### config.mk
export PLATFORM = sky130hd
export DESIGN_NAME = seven_seg_scan_ctrl
export DESIGN_NICKNAME = d
export VERILOG_FILES = /design/src/rtl/seven_seg_scan_ctrl.sv
export SDC_FILE = /design/constraint.sdc
export NUM_CORES = 1
export LEC_CHECK = 0
export CAP_MARGIN = 10
export CELL_PAD_IN_SITES_DETAIL_PLACEMENT = 0
export CELL_PAD_IN_SITES_GLOBAL_PLACEMENT = 1
export CORE_UTILIZATION = 51
export CTS_BUF_LIST = sky130_fd_sc_hd__clkbuf_2
export DETAILED_ROUTE_END_ITERATION = 6
export PLACE_DENSITY_LB_ADDON = 0.08
export RECOVER_POWER = 100
export SYNTH_ARGS = -nofsm -noshare
export SYNTH_HDL_FRONTEND = slang
export SYNTH_SLANG_ARGS = --single-unit
### constraint.sdc
create_clock -name clk -period 4.5 [get_ports clk]
set_input_delay 0.9 -clock clk [delete_from_list [all_inputs] [get_ports clk]]
set_output_delay 0.9 -clock clk [all_outputs]
set_load 0.03 [all_outputs]
### src/rtl/seven_seg_scan_ctrl.sv
// -----------------------------------------------------------------------------
// seven_seg_scan_ctrl
//
// Time-multiplexing scan controller for an 8-digit common-anode seven-segment
// display. A value is offered through a valid/ready handshake into a shadow
// register. It is copied into the display register only at a frame boundary,
// so a frame never shows a mix of old and new digits. Each digit slot lasts
// PRESCALE cycles. The first BLANK_CYC cycles of every slot keep all anodes
// off, which prevents ghosting.
//
// Optional feature macro: SEVEN_SEG_LZ_BLANK_EN
//   defined   -> leading-zero suppression. Slot k > 0 goes dark when display
//                nibbles k..7 are all zero. Digit 0 is always shown.
//   undefined -> every slot below N_DIG shows its nibble.
//
// Ports:
//   clk          in   system clock, rising edge
//   reset_n      in   asynchronous active-low reset
//   i_value      in   [N-1:0] value to display; nibble k is shown on digit k
//   i_valid      in   i_value is offered for loading
//   o_ready      out  shadow register free; load occurs on i_valid & o_ready
//   i_digit_en   in   [7:0] per-slot enable; sampled at the start of ON
//   o_segments   out  [6:0] active-low segments {G,F,E,D,C,B,A}
//   o_anodos     out  [7:0] one-cold anode drive; bit k drives digit k
//   o_frame_done out  one-cycle pulse at the end of slot 7
// -----------------------------------------------------------------------------
module seven_seg_scan_ctrl #(
  parameter int N         = 32,
  parameter int PRESCALE  = 100000,
  parameter int BLANK_CYC = 16
) (
  input  logic         clk,
  input  logic         reset_n,
  input  logic [N-1:0] i_value,
  input  logic         i_valid,
  output logic         o_ready,
  input  logic [7:0]   i_digit_en,
  output logic [6:0]   o_segments,
  output logic [7:0]   o_anodos,
  output logic         o_frame_done
);

  localparam int             N_DIG      = (N + 3) / 4;
  localparam int             CW         = (PRESCALE > 1) ? $clog2(PRESCALE) : 1;
  localparam logic [CW-1:0]  LAST_CNT   = CW'(PRESCALE - 1);
  localparam logic [CW-1:0]  BLANK_LAST = CW'(BLANK_CYC - 1);
  localparam logic [3:0]     N_DIG_L    = 4'(N_DIG);

  typedef enum logic [0:0] {
    ST_BLANK = 1'b0,
    ST_ON    = 1'b1
  } state_t;

  // Hex-to-seven-segment decode, active low, bit order GFE_DCBA
  function automatic logic [6:0] hex_to_seg(input logic [3:0] nib);
    logic [6:0] seg;
    case (nib)
      4'h0:    seg = 7'h40;
      4'h1:    seg = 7'h79;
      4'h2:    seg = 7'h24;
      4'h3:    seg = 7'h30;
      4'h4:    seg = 7'h19;
      4'h5:    seg = 7'h12;
      4'h6:    seg = 7'h02;
      4'h7:    seg = 7'h78;
      4'h8:    seg = 7'h00;
      4'h9:    seg = 7'h18;
      4'hA:    seg = 7'h08;
      4'hB:    seg = 7'h03;
      4'hC:    seg = 7'h46;
      4'hD:    seg = 7'h21;
      4'hE:    seg = 7'h06;
      4'hF:    seg = 7'h0E;
      default: seg = 7'h7F;
    endcase
    return seg;
  endfunction

  state_t        state_r, state_s;
  logic [CW-1:0] cnt_r, cnt_s;
  logic [2:0]    slot_r, slot_s;
  logic          en_r, en_s;
  logic [N-1:0]  shadow_r;
  logic [N-1:0]  display_r;
  logic          pending_r;

  logic          accept_s;
  logic          frame_end_s;
  logic [31:0]   display_32_s;
  logic [3:0]    nibble_s;
  logic          lz_dark_s;
  logic [7:0]    anodos_s;
  logic [6:0]    segments_s;

  assign accept_s     = i_valid & ~pending_r;
  assign o_ready      = ~pending_r;
  assign frame_end_s  = (state_r == ST_ON) && (cnt_r == LAST_CNT) && (slot_r == 3'd7);
  assign display_32_s = 32'(display_r);
  assign nibble_s     = display_32_s[{slot_r, 2'b00} +: 4];

`ifdef SEVEN_SEG_LZ_BLANK_EN
  // Mark slots whose nibble and every higher nibble are zero
  always_comb begin
    logic       zero_acc;
    logic [7:0] zero_from;
    zero_acc  = 1'b1;
    zero_from = 8'h00;
    for (int k = 7; k >= 0; k--) begin
      zero_acc     = zero_acc & (display_32_s[k*4 +: 4] == 4'h0);
      zero_from[k] = zero_acc;
    end
    lz_dark_s = (slot_r != 3'd0) && zero_from[slot_r];
  end
`else
  assign lz_dark_s = 1'b0;
`endif

  // Scan state register
  always_ff @(posedge clk or negedge reset_n) begin
    if (!reset_n) begin
      state_r <= ST_BLANK;
      cnt_r   <= '0;
      slot_r  <= 3'd0;
      en_r    <= 1'b0;
    end else begin
      state_r <= state_s;
      cnt_r   <= cnt_s;
      slot_r  <= slot_s;
      en_r    <= en_s;
    end
  end

  // Scan next-state: the counter runs 0..PRESCALE-1 across BLANK and ON
  always_comb begin
    state_s = state_r;
    cnt_s   = cnt_r + CW'(1);
    slot_s  = slot_r;
    en_s    = en_r;
    case (state_r)
      ST_BLANK: begin
        if (cnt_r == BLANK_LAST) begin
          state_s = ST_ON;
          en_s    = i_digit_en[slot_r];  // held for the whole ON phase
        end else begin
          state_s = ST_BLANK;
        end
      end
      ST_ON: begin
        if (cnt_r == LAST_CNT) begin
          state_s = ST_BLANK;
          cnt_s   = '0;
          slot_s  = slot_r + 3'd1;
        end else begin
          state_s = ST_ON;
        end
      end
      default: begin
        state_s = ST_BLANK;
        cnt_s   = '0;
        slot_s  = 3'd0;
        en_s    = 1'b0;
      end
    endcase
  end

  // Handshake and frame commit. A commit needs pending set and an accept
  // needs it clear, so the two cannot happen in the same cycle.
  always_ff @(posedge clk or negedge reset_n) begin
    if (!reset_n) begin
      shadow_r  <= '0;
      pending_r <= 1'b0;
      display_r <= '0;
    end else if (frame_end_s && pending_r) begin
      display_r <= shadow_r;
      pending_r <= 1'b0;
    end else if (accept_s) begin
      shadow_r  <= i_value;
      pending_r <= 1'b1;
    end
  end

  // Pin drive decode; it is registered below, one stage behind the scan state
  always_comb begin
    anodos_s   = 8'hFF;
    segments_s = 7'h7F;
    if ((state_r == ST_ON) && en_r && ({1'b0, slot_r} < N_DIG_L) && !lz_dark_s) begin
      anodos_s   = ~(8'h01 << slot_r);
      segments_s = hex_to_seg(nibble_s);
    end else begin
      anodos_s   = 8'hFF;
      segments_s = 7'h7F;
    end
  end

  // Output registers
  always_ff @(posedge clk or negedge reset_n) begin
    if (!reset_n) begin
      o_anodos     <= 8'hFF;
      o_segments   <= 7'h7F;
      o_frame_done <= 1'b0;
    end else begin
      o_anodos     <= anodos_s;
      o_segments   <= segments_s;
      o_frame_done <= frame_end_s;
    end
  end

endmodule

==> tab_implementation.tex <==
\begin{tabular}{lr}
\hline
Metric & Value \\
\hline
\multicolumn{2}{l}{\textbf{Run status}} \\
\quad Result of the run & complete, but fails checks \\
\quad Violated checks & capacitance limit, slew limit \\
\multicolumn{2}{l}{\textbf{Timing}} \\
\quad Rel. slew slack & -29.5\% \\
\quad Worst-margin pin slew & 1940 ps \\
\quad Highest attainable clock frequency & 318 MHz \\
\quad Post-Route Setup TNS & 0 ps \\
\quad Setup repair after global routing missed its margin & no \\
\quad Time the worst path needs with I/O delays and setup & 3140 ps \\
\quad Worst path setup slack after routing & 1360 ps \\
\quad Final cycle utilization of the critical path & 69.8\% \\
\quad Worst clock skew & 26.3 ps \\
\quad Final Setup Violations & 0 \\
\quad Total count of hold-check failures in the final report & 0 \\
\quad Pins over their slew limit & 114 \\
\multicolumn{2}{l}{\textbf{Logic synthesis}} \\
\quad Number of unique standard cell types used by synthesis & 43 \\
\quad Async S/R FF share, synth & 100\% \\
\quad Yosys warning count & 0 \\
\quad Synthesized area divided by synthesized cell count & 14.3 µm² \\
\quad Number of enable-type register cells in the synthesized netlist & 0 \\
\quad Most frequently used flop master after synthesis & dfrtp\_1 \\
\quad Post-synthesis instance area & 0.00463 mm² \\
\quad Gate count after technology mapping & 323 \\
\quad Share of the yosys chip area belonging to registers & 56.0\% \\
\quad Syn Nets & 378 \\
\quad Synth Register Bits & 103 \\
\multicolumn{2}{l}{\textbf{Setup path}} \\
\quad Critical Setup Path Class & reg -> reg \\
\quad Worst setup SP type & flop \\
\quad Number of buffers and inverters on the critical path & 1 \\
\quad Crit path largest cell delay & 650 ps \\
\quad Family of cells with the greatest summed delay on the critical path & simple AND/OR/NAND/NOR gates \\
\quad Cells along the critical path & nor4\_1, nand4\_1, nor4\_4, clkbuf\_1, nand3\_4, mux2\_1 \\
\quad Crit Reg-Reg Startpoint & cnt\_r[8] \\
\quad Req. time, crit path & 4960 ps \\
\quad Biggest fanout along the worst timing path & 33 \\
\quad Kind of end point of the critical path & flop \\
\quad Library cell contributing the largest single delay on the critical path & clkbuf\_1 \\
\quad Slack of the worst reg-to-reg path & 1360 ps \\
\quad Worst EP arrival & 3600 ps \\
\quad Reg2Reg Depth & 6 \\
\quad Capture instance of the worst register-to-register path & display\_32\_s[12] \\
\multicolumn{2}{l}{\textbf{Worst hold path}} \\
\quad Instance count along the most critical hold path & 1 \\
\quad Worst Hold Path EP & cnt\_r[0] \\
\quad Hold path start & cnt\_r[0] \\
\quad Hold crit path type & reg -> reg \\
\multicolumn{2}{l}{\textbf{Placement}} \\
\quad Buffers on Ports & 59 \\
\quad Setup Slack @ Placement & 1560 ps \\
\quad Routability cong. & 0.811 \\
\quad DP HPWL & 5600 µm \\
\quad Placed Cells incl. Taps & 480 \\
\multicolumn{2}{l}{\textbf{GRT}} \\
\quad GRT Residual Overflow & 0 \\
\quad Largest net degree at the start of global routing & 81 \\
\quad Antenna violations before repair & 0 \\
\quad Total routing resource utilization after global routing & 19.0\% \\
\quad First-pass GRT wire length & 14100 µm \\
\quad Vias in the first global route & 2849 \\
\multicolumn{2}{l}{\textbf{Clock tree}} \\
\quad Post-cts gate resize count & 0 \\
\quad Clock-pin slew of the registers on the worst-case setup and hold paths & 270 ps \\
\quad CTS hold repair buffers & 0 \\
\quad Clock tree buffer depth & 2 \\
\quad Total CTS buffers & 9 \\
\quad TritonCTS clock tree & built \\
\quad Sink count of the clock tree & 103 \\
\quad CTS H-Tree Depth & 3 \\
\quad Root Buffer & clkbuf\_2 \\
\quad Post CTS Setup Buffer Count & 0 \\
\quad Clock latency on the worst-skew pair & 570 ps \\
\multicolumn{2}{l}{\textbf{Floorplan}} \\
\quad Io pins & 60 \\
\quad Number of rows created at floorplan & 34 \\
\quad Die Footprint & 0.00947 mm² \\
\quad Core area & 0.00876 mm² \\
\quad Die Ht & 97.3 µm \\
\quad Effective utilization at floorplan & 52.9\% \\
\quad Die width & 97.3 µm \\
\multicolumn{2}{l}{\textbf{Detailed routing}} \\
\quad Drt pass-1 iters & 4 \\
\quad Average detailed-routed wire length per instance & 16.3 µm \\
\quad Total via count in the routed design & 2661 \\
\quad Antenna Violating Nets Remaining & 0 \\
\quad Drc violations & 0 \\
\quad Post-detailed-route via-to-cell ratio & 5.38 \\
\quad Post-detailed-routing wire length & 8050 µm \\
\quad Iteration-0 DRC count of the detailed router & 50 \\
\multicolumn{2}{l}{\textbf{Cells and area}} \\
\quad Util after Layout & 60.4\% \\
\quad Antenna diode count & 0 \\
\quad Count of fill cells added during filler insertion & 734 \\
\quad Layout net count & 438 \\
\quad Post-route insts no fill & 495 \\
\quad Layout cells sized above 1 & 20.9\% \\
\quad Area growth syn-to-layout & 14.2\% \\
\multicolumn{2}{l}{\textbf{Power}} \\
\quad Leakage power of the design & 2.35 nW \\
\quad Pwr per Cell Area & 294 mW/mm² \\
\quad Peak supply drop & 0.199 mV \\
\multicolumn{2}{l}{\textbf{Flow run}} \\
\quad Max-Cap Viols & 2 \\
\hline
\end{tabular}
-- registers in the layout, indices dropped and copies added, names as in the netlist --
signal / cells
cnt_r: 17
display_32_s: 32
en_r: 1
o_anodos: 8
o_frame_done: 1
o_segments: 7
pending_r: 1
shadow_r: 32
slot_r: 3
state_r: 1
-- power breakdown --
part	internal [W]	leakage (nW)	total (W)	switching (W)
Clock	0.000138	0.0753	0.000456	0.000318
Combinational	0.0000651	0.980	0.000107	0.0000418
Sequential	0.000971	1.30	0.000991	0.0000198
-- logic make-up (layout without fill, tap and decap cells) --
| family | after synthesis | count (layout) | synth area share (%) |
|---|---|---|---|
| flip-flops | 103 | 103 | 56.0 |
| multiplexers | 81 | 81 | 24.4 |
| AND/OR/NAND/NOR | 70 | 70 | 8.34 |
| buffers and inverters | 22 | 86 | 2.35 |
| AO/OA/AOI/OAI | 19 | 19 | 2.67 |
| XOR/XNOR | 16 | 16 | 3.02 |
| adder cells (fa/ha/maj) | 12 | 12 | 3.24 |
-- cell type report --
type | instances | area (µm²) | share of cell area [%]
inverter | 9 | 33.8 | 0.638
sequential | 103 | 2600 | 49.1
multi-input combinational | 198 | 1810 | 34.2
clock inverter | 6 | 76.3 | 1.44
timing repair buffer | 62 | 597 | 11.3
tap | 108 | 135 | 2.55
clock buffer | 9 | 45.0 | 0.851
-- cells in the final DEF, fill, tap and decap left out, types with 2 or more instances in the layout --
cell type,instances
o31ai_1,2
and3_1,2
nand4_1,5
nor2b_1,2
mux2i_1,4
and2_0,2
dfstp_2,15
nor4_1,2
clkdlybuf4s50_1,40
nor3_1,2
a21oi_1,4
xor2_1,6
clkbuf_2,10
nand2b_1,2
clkbuf_1,3
nand2_1,17
ha_1,12
inv_1,8
nor2_1,17
xnor2_1,10
mux2_2,38
and4_1,2
o21ai_0,5
dfrtp_1,88
nand3_1,10
mux4_2,10
and2_1,3
inv_6,3
mux2_1,29
dlygate4sd3_1,18
-- through the flow --
step	area, µm²	power (W)	hold slack, ps
floorplan	4630	0.00105	433
global placement	5310	0.00112	449
detailed placement	5310	0.00112	465
CTS	5430	0.00159	411
global route	5290	0.00163	531
finish	5290	0.00155	492
-- how the worst max path moves through the flow --
stage / from / to / slack (ps) / cells after the start
after global routing: cnt_r[8] / display_32_s[12] / 1120 / 6
final: cnt_r[8] / display_32_s[12] / 1360 / 6
after floorplan: slot_r[0] / o_segments[5] / 2070 / 8
after CTS: slot_r[0] / o_segments[5] / 1510 / 7
after detailed placement: slot_r[0] / o_segments[5] / 1560 / 7
after global placement: slot_r[0] / o_segments[5] / 1670 / 7
-- worst reg2reg max path, stage by stage, from the launching register on --
cell and delay [ps]:
dfrtp_1 500, nor4_1 290, nand4_1 270, nor4_4 300
clkbuf_1 650, nand3_4 520, mux2_1 510
-- per-layer routing --
layer / routed length, µm / vias to the layer above / track usage (%)
met1: 3600 / 1350 / 24.4
met5: 0 / - / 0
li1: - / 1257 / -
met2: 4100 / 46 / 31.9
met4: 115 / 0 / 7.24
met3: 231 / 8 / 4.03
-- Yosys cell counts (2+ instances only) --
cell | number | area [µm²]
o21ai_0 | 5 | 25.0
buf_1 | 3 | 11.3
and2_1 | 5 | 31.3
and3_1 | 2 | 12.5
dfrtp_1 | 88 | 2200
nor2_1 | 17 | 63.8
mux2_2 | 38 | 428
mux2_4 | 29 | 435
nor2b_1 | 2 | 12.5
mux2i_1 | 4 | 40.0
ha_1 | 12 | 150
nand2b_1 | 2 | 12.5
nand4_1 | 4 | 25.0
buf_2 | 3 | 15.0
mux4_2 | 10 | 225
nand3_1 | 10 | 50.1
inv_1 | 8 | 30.0
dfstp_2 | 15 | 394
buf_6 | 3 | 33.8
nor3_1 | 2 | 10.0
and4_1 | 2 | 17.5
clkbuf_1 | 4 | 15.0
a21oi_1 | 4 | 20.0
xor2_1 | 6 | 52.6
o31ai_1 | 2 | 15.0
nand2_1 | 17 | 63.8
xnor2_1 | 10 | 87.6
No activity file was read; power rests on OpenSTA's default activity.
